File: src/rtl/kl_mbox_pkg.sv
// Shared types for the MBOX request arbiter: sequencer states, request owner
// and VMA width.
package kl_mbox_pkg;

    localparam int unsigned VMA_W = 23;

    typedef enum logic [2:0] {
        StIdle,
        StIssue,
        StWait,
        StBackoff,
        StDone
    } state_e;

    typedef enum logic {
        OWN_EBOX,
        OWN_SWEEP
    } owner_e;

endpackage

File: src/rtl/mbox_arb_timer.sv
// Loadable down-counter that saturates at zero; zero_o flags an expired count.
module mbox_arb_timer #(
    parameter int unsigned Width = 4
) (
    input  logic             clk_i,
    input  logic             rst_ni,
    input  logic             load_i,
    input  logic [Width-1:0] load_val_i,
    input  logic             dec_i,
    output logic             zero_o
);

    logic [Width-1:0] cnt_q, cnt_d;

    always_comb begin
        cnt_d = cnt_q;
        if (load_i) begin
            cnt_d = load_val_i;
        end else if (dec_i && (cnt_q != '0)) begin
            cnt_d = cnt_q - 1'b1;
        end
    end

    always_ff @(posedge clk_i or negedge rst_ni) begin
        if (!rst_ni) begin
            cnt_q <= '0;
        end else begin
            cnt_q <= cnt_d;
        end
    end

    assign zero_o = (cnt_q == '0);

endmodule

File: src/rtl/mbox_req_arb.sv
// Arbitrates EBOX and cache-sweeper requests onto the MBOX request port and
// sequences each request through issue, response wait, retry backoff and timeout.
module mbox_req_arb
    import kl_mbox_pkg::*;
#(
    parameter int unsigned TIMEOUT   = 64,
    parameter int unsigned MAX_RETRY = 3,
    parameter int unsigned BACKOFF   = 4,
    parameter int unsigned FAIR      = 4
) (
    input  logic                  clk,
    input  logic                  resetN,
    input  logic                  ebReq,
    input  logic                  ebWrite,
    input  logic [13:13+VMA_W-1]  ebVMA,
    input  logic                  swReq,
    input  logic [13:13+VMA_W-1]  swAdr,
    output logic                  ebDone,
    output logic                  swDone,
    output logic                  reqErr,
    output logic                  timeoutErr,
    output logic                  mboxReq,
    output logic [13:13+VMA_W-1]  mboxAdr,
    output logic                  mboxWrite,
    output logic                  mboxSweep,
    input  logic                  mboxAck,
    input  logic                  mboxRetry,
    input  logic                  mboxResp,
    output logic                  busy
);

    localparam int unsigned TmW = (TIMEOUT > 2) ? $clog2(TIMEOUT) : 1;
    localparam int unsigned BoW = (BACKOFF > 1) ? $clog2(BACKOFF) : 1;
    localparam int unsigned RcW = $clog2(MAX_RETRY + 2);
    localparam int unsigned SkW = (FAIR > 0) ? $clog2(FAIR + 1) : 1;

    state_e               state_q, state_d;
    owner_e               owner_q, owner_d;
    logic [13:13+VMA_W-1] adr_q, adr_d;
    logic                 write_q, write_d;
    logic [RcW-1:0]       retry_q, retry_d;
    logic [SkW-1:0]       streak_q, streak_d;
    logic                 eb_done_q, sw_done_q, req_err_q, tmo_err_q, mbox_req_q, busy_q;

    logic tmo_load, tmo_zero, bo_load, bo_zero;
    logic do_retry, fin_err, fin_tmo, sw_win;

    // Timeout counter runs only while a request is live on the port (ISSUE/WAIT).
    mbox_arb_timer #(
        .Width (TmW)
    ) u_tmo_timer (
        .clk_i      (clk),
        .rst_ni     (resetN),
        .load_i     (tmo_load),
        .load_val_i (TmW'(TIMEOUT - 1)),
        .dec_i      ((state_q == StIssue) || (state_q == StWait)),
        .zero_o     (tmo_zero)
    );

    mbox_arb_timer #(
        .Width (BoW)
    ) u_bo_timer (
        .clk_i      (clk),
        .rst_ni     (resetN),
        .load_i     (bo_load),
        .load_val_i (BoW'(BACKOFF - 1)),
        .dec_i      (state_q == StBackoff),
        .zero_o     (bo_zero)
    );

    always_comb begin
        state_d  = state_q;
        owner_d  = owner_q;
        adr_d    = adr_q;
        write_d  = write_q;
        retry_d  = retry_q;
        streak_d = streak_q;
        tmo_load = 1'b0;
        bo_load  = 1'b0;
        do_retry = 1'b0;
        fin_err  = 1'b0;
        fin_tmo  = 1'b0;
        sw_win   = swReq && (!ebReq || (32'(streak_q) == FAIR));

        unique case (state_q)
            StIdle: begin
                if (ebReq || swReq) begin
                    if (sw_win) begin
                        owner_d  = OWN_SWEEP;
                        adr_d    = swAdr;
                        write_d  = 1'b0;
                        streak_d = '0;
                    end else begin
                        owner_d  = OWN_EBOX;
                        adr_d    = ebVMA;
                        write_d  = ebWrite;
                        if (!swReq) begin
                            streak_d = '0;
                        end else if (32'(streak_q) != FAIR) begin
                            streak_d = streak_q + 1'b1;
                        end
                    end
                    retry_d  = '0;
                    tmo_load = 1'b1;
                    state_d  = StIssue;
                end
            end
            StIssue: begin
                if (mboxRetry) begin
                    do_retry = 1'b1;
                end else if (mboxAck) begin
                    state_d = StWait;
                end else if (tmo_zero) begin
                    state_d = StDone;
                    fin_err = 1'b1;
                    fin_tmo = 1'b1;
                end
            end
            StWait: begin
                if (mboxResp) begin
                    state_d = StDone;
                end else if (mboxRetry) begin
                    do_retry = 1'b1;
                end else if (tmo_zero) begin
                    state_d = StDone;
                    fin_err = 1'b1;
                    fin_tmo = 1'b1;
                end
            end
            StBackoff: begin
                if (bo_zero) begin
                    state_d = StIssue;
                end
            end
            StDone: begin
                state_d = StIdle;
            end
            default: begin
                state_d = StIdle;
            end
        endcase

        if (do_retry) begin
            retry_d = retry_q + 1'b1;
            if (32'(retry_q) >= MAX_RETRY) begin
                state_d = StDone;
                fin_err = 1'b1;
            end else begin
                bo_load = 1'b1;
                state_d = StBackoff;
            end
        end
    end

    // Outputs are registered from the next state so they line up with it.
    always_ff @(posedge clk or negedge resetN) begin
        if (!resetN) begin
            state_q    <= StIdle;
            owner_q    <= OWN_EBOX;
            adr_q      <= '0;
            write_q    <= 1'b0;
            retry_q    <= '0;
            streak_q   <= '0;
            eb_done_q  <= 1'b0;
            sw_done_q  <= 1'b0;
            req_err_q  <= 1'b0;
            tmo_err_q  <= 1'b0;
            mbox_req_q <= 1'b0;
            busy_q     <= 1'b0;
        end else begin
            state_q    <= state_d;
            owner_q    <= owner_d;
            adr_q      <= adr_d;
            write_q    <= write_d;
            retry_q    <= retry_d;
            streak_q   <= streak_d;
            eb_done_q  <= (state_d == StDone) && (owner_d == OWN_EBOX);
            sw_done_q  <= (state_d == StDone) && (owner_d == OWN_SWEEP);
            req_err_q  <= (state_d == StDone) && fin_err;
            tmo_err_q  <= (state_d == StDone) && fin_tmo;
            mbox_req_q <= (state_d == StIssue);
            busy_q     <= (state_d != StIdle);
        end
    end

    assign ebDone     = eb_done_q;
    assign swDone     = sw_done_q;
    assign reqErr     = req_err_q;
    assign timeoutErr = tmo_err_q;
    assign mboxReq    = mbox_req_q;
    assign mboxAdr    = adr_q;
    assign mboxWrite  = write_q;
    assign mboxSweep  = (owner_q == OWN_SWEEP);
    assign busy       = busy_q;

endmodule

File: config.mk
export PLATFORM = sky130hd
export DESIGN_NAME = mbox_req_arb
export DESIGN_NICKNAME = d
export VERILOG_FILES = /design/src/rtl/kl_mbox_pkg.sv /design/src/rtl/mbox_arb_timer.sv /design/src/rtl/mbox_req_arb.sv
export SDC_FILE = /design/constraint.sdc
export NUM_CORES = 1
export LEC_CHECK = 0
export ABC_CLOCK_PERIOD_IN_PS = 5650
export CAP_MARGIN = 20
export CELL_PAD_IN_SITES_DETAIL_PLACEMENT = 0
export CELL_PAD_IN_SITES_GLOBAL_PLACEMENT = 1
export CORE_AREA = 10 10 92 94
export DETAILED_ROUTE_END_ITERATION = 6
export DIE_AREA = 0 0 102 104
export GPL_TIMING_DRIVEN = 0
export PLACE_DENSITY = 0.91
export SETUP_SLACK_MARGIN = 0.02
export SYNTH_ARGS = -nofsm -noshare
export SYNTH_HDL_FRONTEND = slang
export SYNTH_SLANG_ARGS = --single-unit
File: constraint.sdc
create_clock -name clk -period 5.65 [get_ports clk]
set_input_delay 0.565 -clock clk [delete_from_list [all_inputs] [get_ports clk]]
set_output_delay 0.565 -clock clk [all_outputs]
set_load 0.1 [all_outputs]
[Yosys cells after proc, flatten, opt, wreduce, memory -nomap -nowiden]
Index checks and enable logic that the tools add are counted.
Operators by class
  $add $sub $neg: 4
  shift operators: 0
  divide/modulo/power cells: 0
  muxes and demuxes: 40
  multipliers: 0
  eq/ne operators: 8
  $lt $le $gt $ge: 1
  bitwise gates (word level): 1
  reduce and logical (&&, ||, !) cells: 24
Operator list (number)
  3-bit 2-to-1 mux: 15
  23-bit 2-to-1 mux: 1
  1-bit 2-to-1 mux: 17
  6-bit 2-to-1 mux: 2
  3-bit one-hot mux with 4 select lines: 1
  2-bit nonzero test: 5
  1-bit logical AND: 7
  3-bit by 1-bit adder with 3-bit output, second input constant: 2
  3-bit by 1-bit equality test with 1-bit output, second input constant: 2
  3-bit by 2-bit equality test with 1-bit output, second input constant: 2
  3-bit equality test, second input constant: 2
  6-bit logical NOT: 1
  6-bit nonzero test: 1
  6-bit by 1-bit subtractor with 6-bit output, second input constant: 1
  2-bit 2-to-1 mux: 2
  1-bit one-hot mux with 2 select lines: 2
  2-bit AND reduction: 2
  3-bit by 2-bit >= comparator with 1-bit output, second input constant: 1
  3-bit logical NOT: 1
  1-bit logical OR: 3
  3-bit by 1-bit inequality test with 1-bit output, second input constant: 1
  3-bit inequality test, second input constant: 1
  3-bit AND reduction: 1
  3-bit nonzero test: 1
  4 further kinds: 4
Storage, ports and cells
  bits in latches: 0
  memories kept: 0
  flip-flop bits (word level): 48
  word-level logic and storage cells: 92
  output and inout port bits: 31
  ROM bits: 0
  bits in writable memories: 0

[Logic depth before layout (Yosys ltp)]
  word-level depth: 8
  depth in mapped cells: 8
  mapped depth without buffers: 6

[Modules after synthesis]
From an unflattened synthesis, not the netlist that was laid out.
Second synthesis, totals
  cells, all modules: 249
  area total of the unflattened synthesis: 2446.1 sq um
Modules (own cells, without submodules)
  mbox_req_arb: area each 1918.1 sq um, times used 1, sequential area each 1001.0 sq um, cells each 192
  mbox_arb_timer (u_tmo_timer): area each 395.4 sq um, times used 1, sequential area each 150.1 sq um, cells each 44
  mbox_arb_timer (u_bo_timer): area each 132.6 sq um, times used 1, sequential area each 50.0 sq um, cells each 13

[Least setup slack after synthesis]
Ideal clock, no wire load.
  path kind: reg-to-reg
  from: register u_tmo_timer.cnt_q[0]
  to: register eb_done_q, in the netlist ebDone
  cell stages (with the launch flop): 8
  path buffers: 1
  required time: 5573 ps
  library setup time: 77 ps
  arrival time: 1944 ps
  period minus slack after synthesis: 2021 ps
  setup slack: 3629 ps
  cell sequence: dfrtp_1 -> inv_1 -> ha_1 -> or4b_1 -> buf_2 -> or3_1 -> a221o_1 -> a21oi_1
On the way
  longest elaborated chain between the ends: 8
  elaborated cells between the ends (all ways): 10
  classes of those cells: eq/ne (1); mux (7); reduce/logical (2)
Ends and longest elaborated chain
  start, declared: RTL line mbox_arb_timer.sv:13  | logic [Width-1:0] cnt_q, cnt_d;
  start signal, assigned: RTL line mbox_arb_timer.sv:28  | cnt_q <= cnt_d;
  6-bit logical NOT *: RTL line mbox_arb_timer.sv:32  | assign zero_o = (cnt_q == '0);
  3-bit 2-to-1 mux *: RTL line mbox_req_arb.sv:113, mbox_req_arb.sv:124
  3-bit 2-to-1 mux, on equally long branches: RTL line mbox_req_arb.sv:122, mbox_req_arb.sv:111
  3-bit 2-to-1 mux, on equally long branches: RTL line mbox_req_arb.sv:120, mbox_req_arb.sv:109
  3-bit one-hot mux with 4 select lines *: RTL line mbox_req_arb.sv:85  | unique case (state_q)
  3-bit 2-to-1 mux *: RTL line mbox_req_arb.sv:143  | if (do_retry) begin
  3-bit equality test *: RTL line mbox_req_arb.sv:177  | eb_done_q <= (state_d == StDone) && (owner_d == OWN_EBOX);
  1-bit logical AND *: RTL line mbox_req_arb.sv:177
  end signal, assigned: RTL line mbox_req_arb.sv:177
  end, declared: RTL line mbox_req_arb.sv:43  | logic eb_done_q, sw_done_q, req_err_q, tmo_err_q, mbox_req_q, busy_q;
Every way passes the cells marked *; elsewhere a longest branch is shown, timed or not.
A chain may end at the register's enable or synchronous reset.

[Worst setup path in the final report]
  from: input mboxResp
  to: register mbox_req_q, in the netlist mboxReq
On the way
  longest elaborated chain between the ends: 4
  elaborated cells between the ends (all ways): 6
  classes of those cells: eq/ne (1); mux (5)
Ends and longest elaborated chain
  start, declared: RTL line mbox_req_arb.sv:28  | input logic mboxResp,
  3-bit 2-to-1 mux or 1-bit 2-to-1 mux (tied branches): RTL line mbox_req_arb.sv:120  | if (mboxResp) begin
  3-bit one-hot mux with 4 select lines or 1-bit one-hot mux with 2 select lines (tied branches): RTL line mbox_req_arb.sv:85
  3-bit 2-to-1 mux *: RTL line mbox_req_arb.sv:143
  3-bit by 1-bit equality test with 1-bit output *: RTL line mbox_req_arb.sv:181  | mbox_req_q <= (state_d == StIssue);
  end signal, assigned: RTL line mbox_req_arb.sv:181
  end, declared: RTL line mbox_req_arb.sv:43
Marked as above.

==> results by group <==
Status
  • Outcome: complete, no violations

Floorplanning
  • Die X: 102 µm
  • Num rows: 30
  • Top-Level Pins: 85
  • Die H: 104 µm
  • Die Area: 10,600 µm²
  • Initial core utilization: 35.2%
  • Core area: 6680 µm²

Routing
  • Residual DRC count: 0
  • Final wirelength: 6210 µm
  • DRT iter0 DRCs: 77
  • DR vias: 2,023
  • Avg WL per Cell: 15.2 µm
  • Antenna-violating nets left: 0
  • Vias per cell: 4.95
  • DR pass1 iterations: 4

Yosys
  • Synthesized area per cell: 9.96 µm²
  • Synth warn: 0
  • Synth async-reset ratio: 100%
  • Synth Register Bits: 48
  • Top FF cell, synth: dfrtp_1
  • Mapped Nets: 297
  • Mapped Cells: 236
  • Sequential-to-total area share from yosys stat: 51.1%
  • Synth cell types: 39
  • Number of synthesized flops with an enable pin: 0
  • Synth Cell Area: 2350 µm²

Power
  • Clock Power Share: 9.8%
  • Comb pwr share: 64.3%
  • Pwr/cell area: 634 nW/µm²
  • Worst vdd ir: 0.570 mV
  • Sw frac: 56.8%
  • Leak: 1.53 nW
  • Total power: 2.15 mW
  • P_int: 0.931 mW
  • Sequential fraction of design power: 25.9%
  • Switching pwr: 1.22 mW

Placed design
  • Final HPWL DP: 5010 µm
  • Placed Cells incl. Taps: 401
  • Placed Area: 3310 µm²
  • Place WS: 2.83 ns
  • IO Port Bufs: 84
  • GP Congestion: 0.801

GRT
  • Initial antenna violation count: 0
  • Total grt overflow: 0
  • Gr usage total: 11.7%
  • Largest net degree at the start of global routing: 35
  • First-pass GRT wire length: 10,100 µm
  • Vias in the first global route: 2,120

Worst setup path
  • CP Cell Sequence: clkdlybuf4s50_1, or3b_1, a211o_1, clkbuf_1, a2111oi_0, nor3_1
  • Critical path depth: 6
  • CP Buf/Inv Count: 2
  • Capturing element type of the critical path: flop
  • Required time of the critical path: 5.80 ns
  • Cell family with most CP delay: compound AO/OA/AOI/OAI gates
  • Crit-path max cell delay: 0.56 ns
  • Reg-to-reg startpoint: streak_q[0]
  • CP Class: input pin to flop
  • R2R cell count: 8
  • R2r setup slk: 3.30 ns
  • Crit path DAT: 2.61 ns
  • Capturing point of the worst reg2reg path: mboxAdr[30]
  • Startpoint types: input pin
  • Crit Path Max Fanout: 10
  • Crit-path slowest cell: a2111oi_0

Timing
  • Setup slack after layout: 3.19 ns
  • Period utilisation layout: 43.5%
  • Peak Freq: 407 MHz
  • Hold slack: 0.165 ns
  • Final Skew: 0.00584 ns
  • RSZ-0062 raised after global routing: no
  • Final Hold Fails: 0
  • TNS Setup: 0 ns
  • Minimum clock period: 2.46 ns
  • Pins over their slew limit: 0
  • Count of final setup violators: 0
  • Worst Tran Pin Value: 0.995 ns
  • Slew margin rel.: 33.5%

Final layout
  • Most frequent cells in the layout: 83 x clkdlybuf4s50_1, 48 x dfrtp_1, 43 x nand2_1
  • Final Instance Area: 3400 µm²
  • Fill count: 656
  • Share of layout cells above drive strength 1: 4.56%
  • Most common cell after layout, fill and taps aside: clkdlybuf4s50_1
  • Multi-input logic area: 1050 µm²
  • Reg area: 1200 µm²
  • Area delta synth->final: 44.6%
  • Fin util: 50.9%
  • Total Nets Final: 389
  • Non-Filler Instances: 409
  • # diodes: 0

Run
  • Max-Cap Viols: 0

Clock network
  • CTS hold repair buffers: 0
  • Post-CTS setup buffers: 0
  • CTS Sinks: 48
  • CTS Buf Count: 5
  • Longest Clk Path Bufs: 2
  • CTS clk-pin slew, worst paths: 0.08 ns
  • Number of H-tree levels: 2
  • Cells resized by post-CTS repair: 0
  • CTS tree: done
  • Root buf cell: clkbuf_8
  • Clk_lat worst skew: 0.30 ns

Hold path
  • HP Class: input pin to asynchronous set/reset pin
-- flip-flops by register name (all words and copies together) (netlist names) --
register and count:
busy 1, ebDone 1, mboxAdr 23, mboxReq 1, mboxSweep 1, mboxWrite 1
reqErr 1, retry_q 3, state_q 3, streak_q 3, swDone 1, timeoutErr 1
u_bo_timer.cnt_q 2, u_tmo_timer.cnt_q 6
-- power groups by stage --
stage	registers, mW	clock network (mW)	logic (mW)
6_report	0.558	0.210	1.39
5_1_grt	0.577	0.233	1.48
2_1_floorplan	1.25	0	0.350
3_3_place_gp	0.558	0	1.38
4_1_cts	0.559	0.220	1.40
3_5_place_dp	0.565	0	1.40
-- per-layer routing --
| layer | GRT usage, % | up-vias | routed length [µm] |
|---|---|---|---|
| met5 | 0 | - | 0 |
| met4 | 5.24 | 0 | 162 |
| met3 | 2.79 | 13 | 354 |
| met2 | 19.5 | 56 | 3090 |
| met1 | 13.6 | 938 | 2600 |
| li1 | - | 1016 | - |
-- synthesized netlist by cell type, types with 2 or more instances --
| master | n | area share, % |
|---|---|---|
| nand3_1 | 5 | 1.1 |
| nand2_1 | 43 | 6.9 |
| nand4_1 | 3 | 0.80 |
| xor2_1 | 3 | 1.1 |
| ha_1 | 7 | 3.7 |
| buf_2 | 2 | 0.43 |
| dfrtp_1 | 48 | 51 |
| o21ai_0 | 32 | 6.8 |
| nor2_1 | 2 | 0.32 |
| o2111ai_1 | 2 | 0.75 |
| a221o_1 | 2 | 0.85 |
| nor2b_1 | 3 | 0.80 |
| or2_2 | 2 | 0.53 |
| nor3_1 | 4 | 0.85 |
| o31ai_1 | 3 | 0.96 |
| a32o_1 | 2 | 0.85 |
| mux2i_1 | 23 | 9.8 |
| o211ai_1 | 4 | 1.3 |
| clkbuf_1 | 11 | 1.8 |
| xnor2_1 | 2 | 0.75 |
| or4_1 | 2 | 0.64 |
| a211oi_1 | 2 | 0.64 |
| inv_1 | 11 | 1.8 |
| nand2b_1 | 3 | 0.80 |
-- worst max-delay path by stage --
stage	startpoint	to
after floorplan	u_tmo_timer.cnt_q[0]	ebDone
after global placement	resetN	mboxAdr[22]
after detailed placement	swReq	mboxAdr[26]
after CTS	swReq	mboxAdr[26]
after global routing	swReq	mboxAdr[30]
final	mboxResp	mboxReq
-- layout make-up --
class | instances | share of cell area [%]
clock inverters | 2 | 0.295
well taps | 80 | 2.95
repair buffers | 85 | 25.2
multi-input cells | 163 | 31.0
inverters | 11 | 1.22
flip-flops and latches | 48 | 35.3
plain buffers | 14 | 1.62
clock buffers | 6 | 2.43
-- kinds of logic (layout without fill, tap and decap cells) --
family                     after synthesis  after routing  share of synthesized area, %
and+or+nand+nor                         73             73                          14.6
AOI/OAI and AO/OA                       55             55                          14.7
muxes                                   23             23                          9.80
buffers and inverters                   25            118                          4.10
DFF                                     48             48                          51.1
adders and majority gates                7              7                          3.73
xor gates and xnor gates                 5              5                          1.86
No activity file was read; power rests on OpenSTA's default activity.
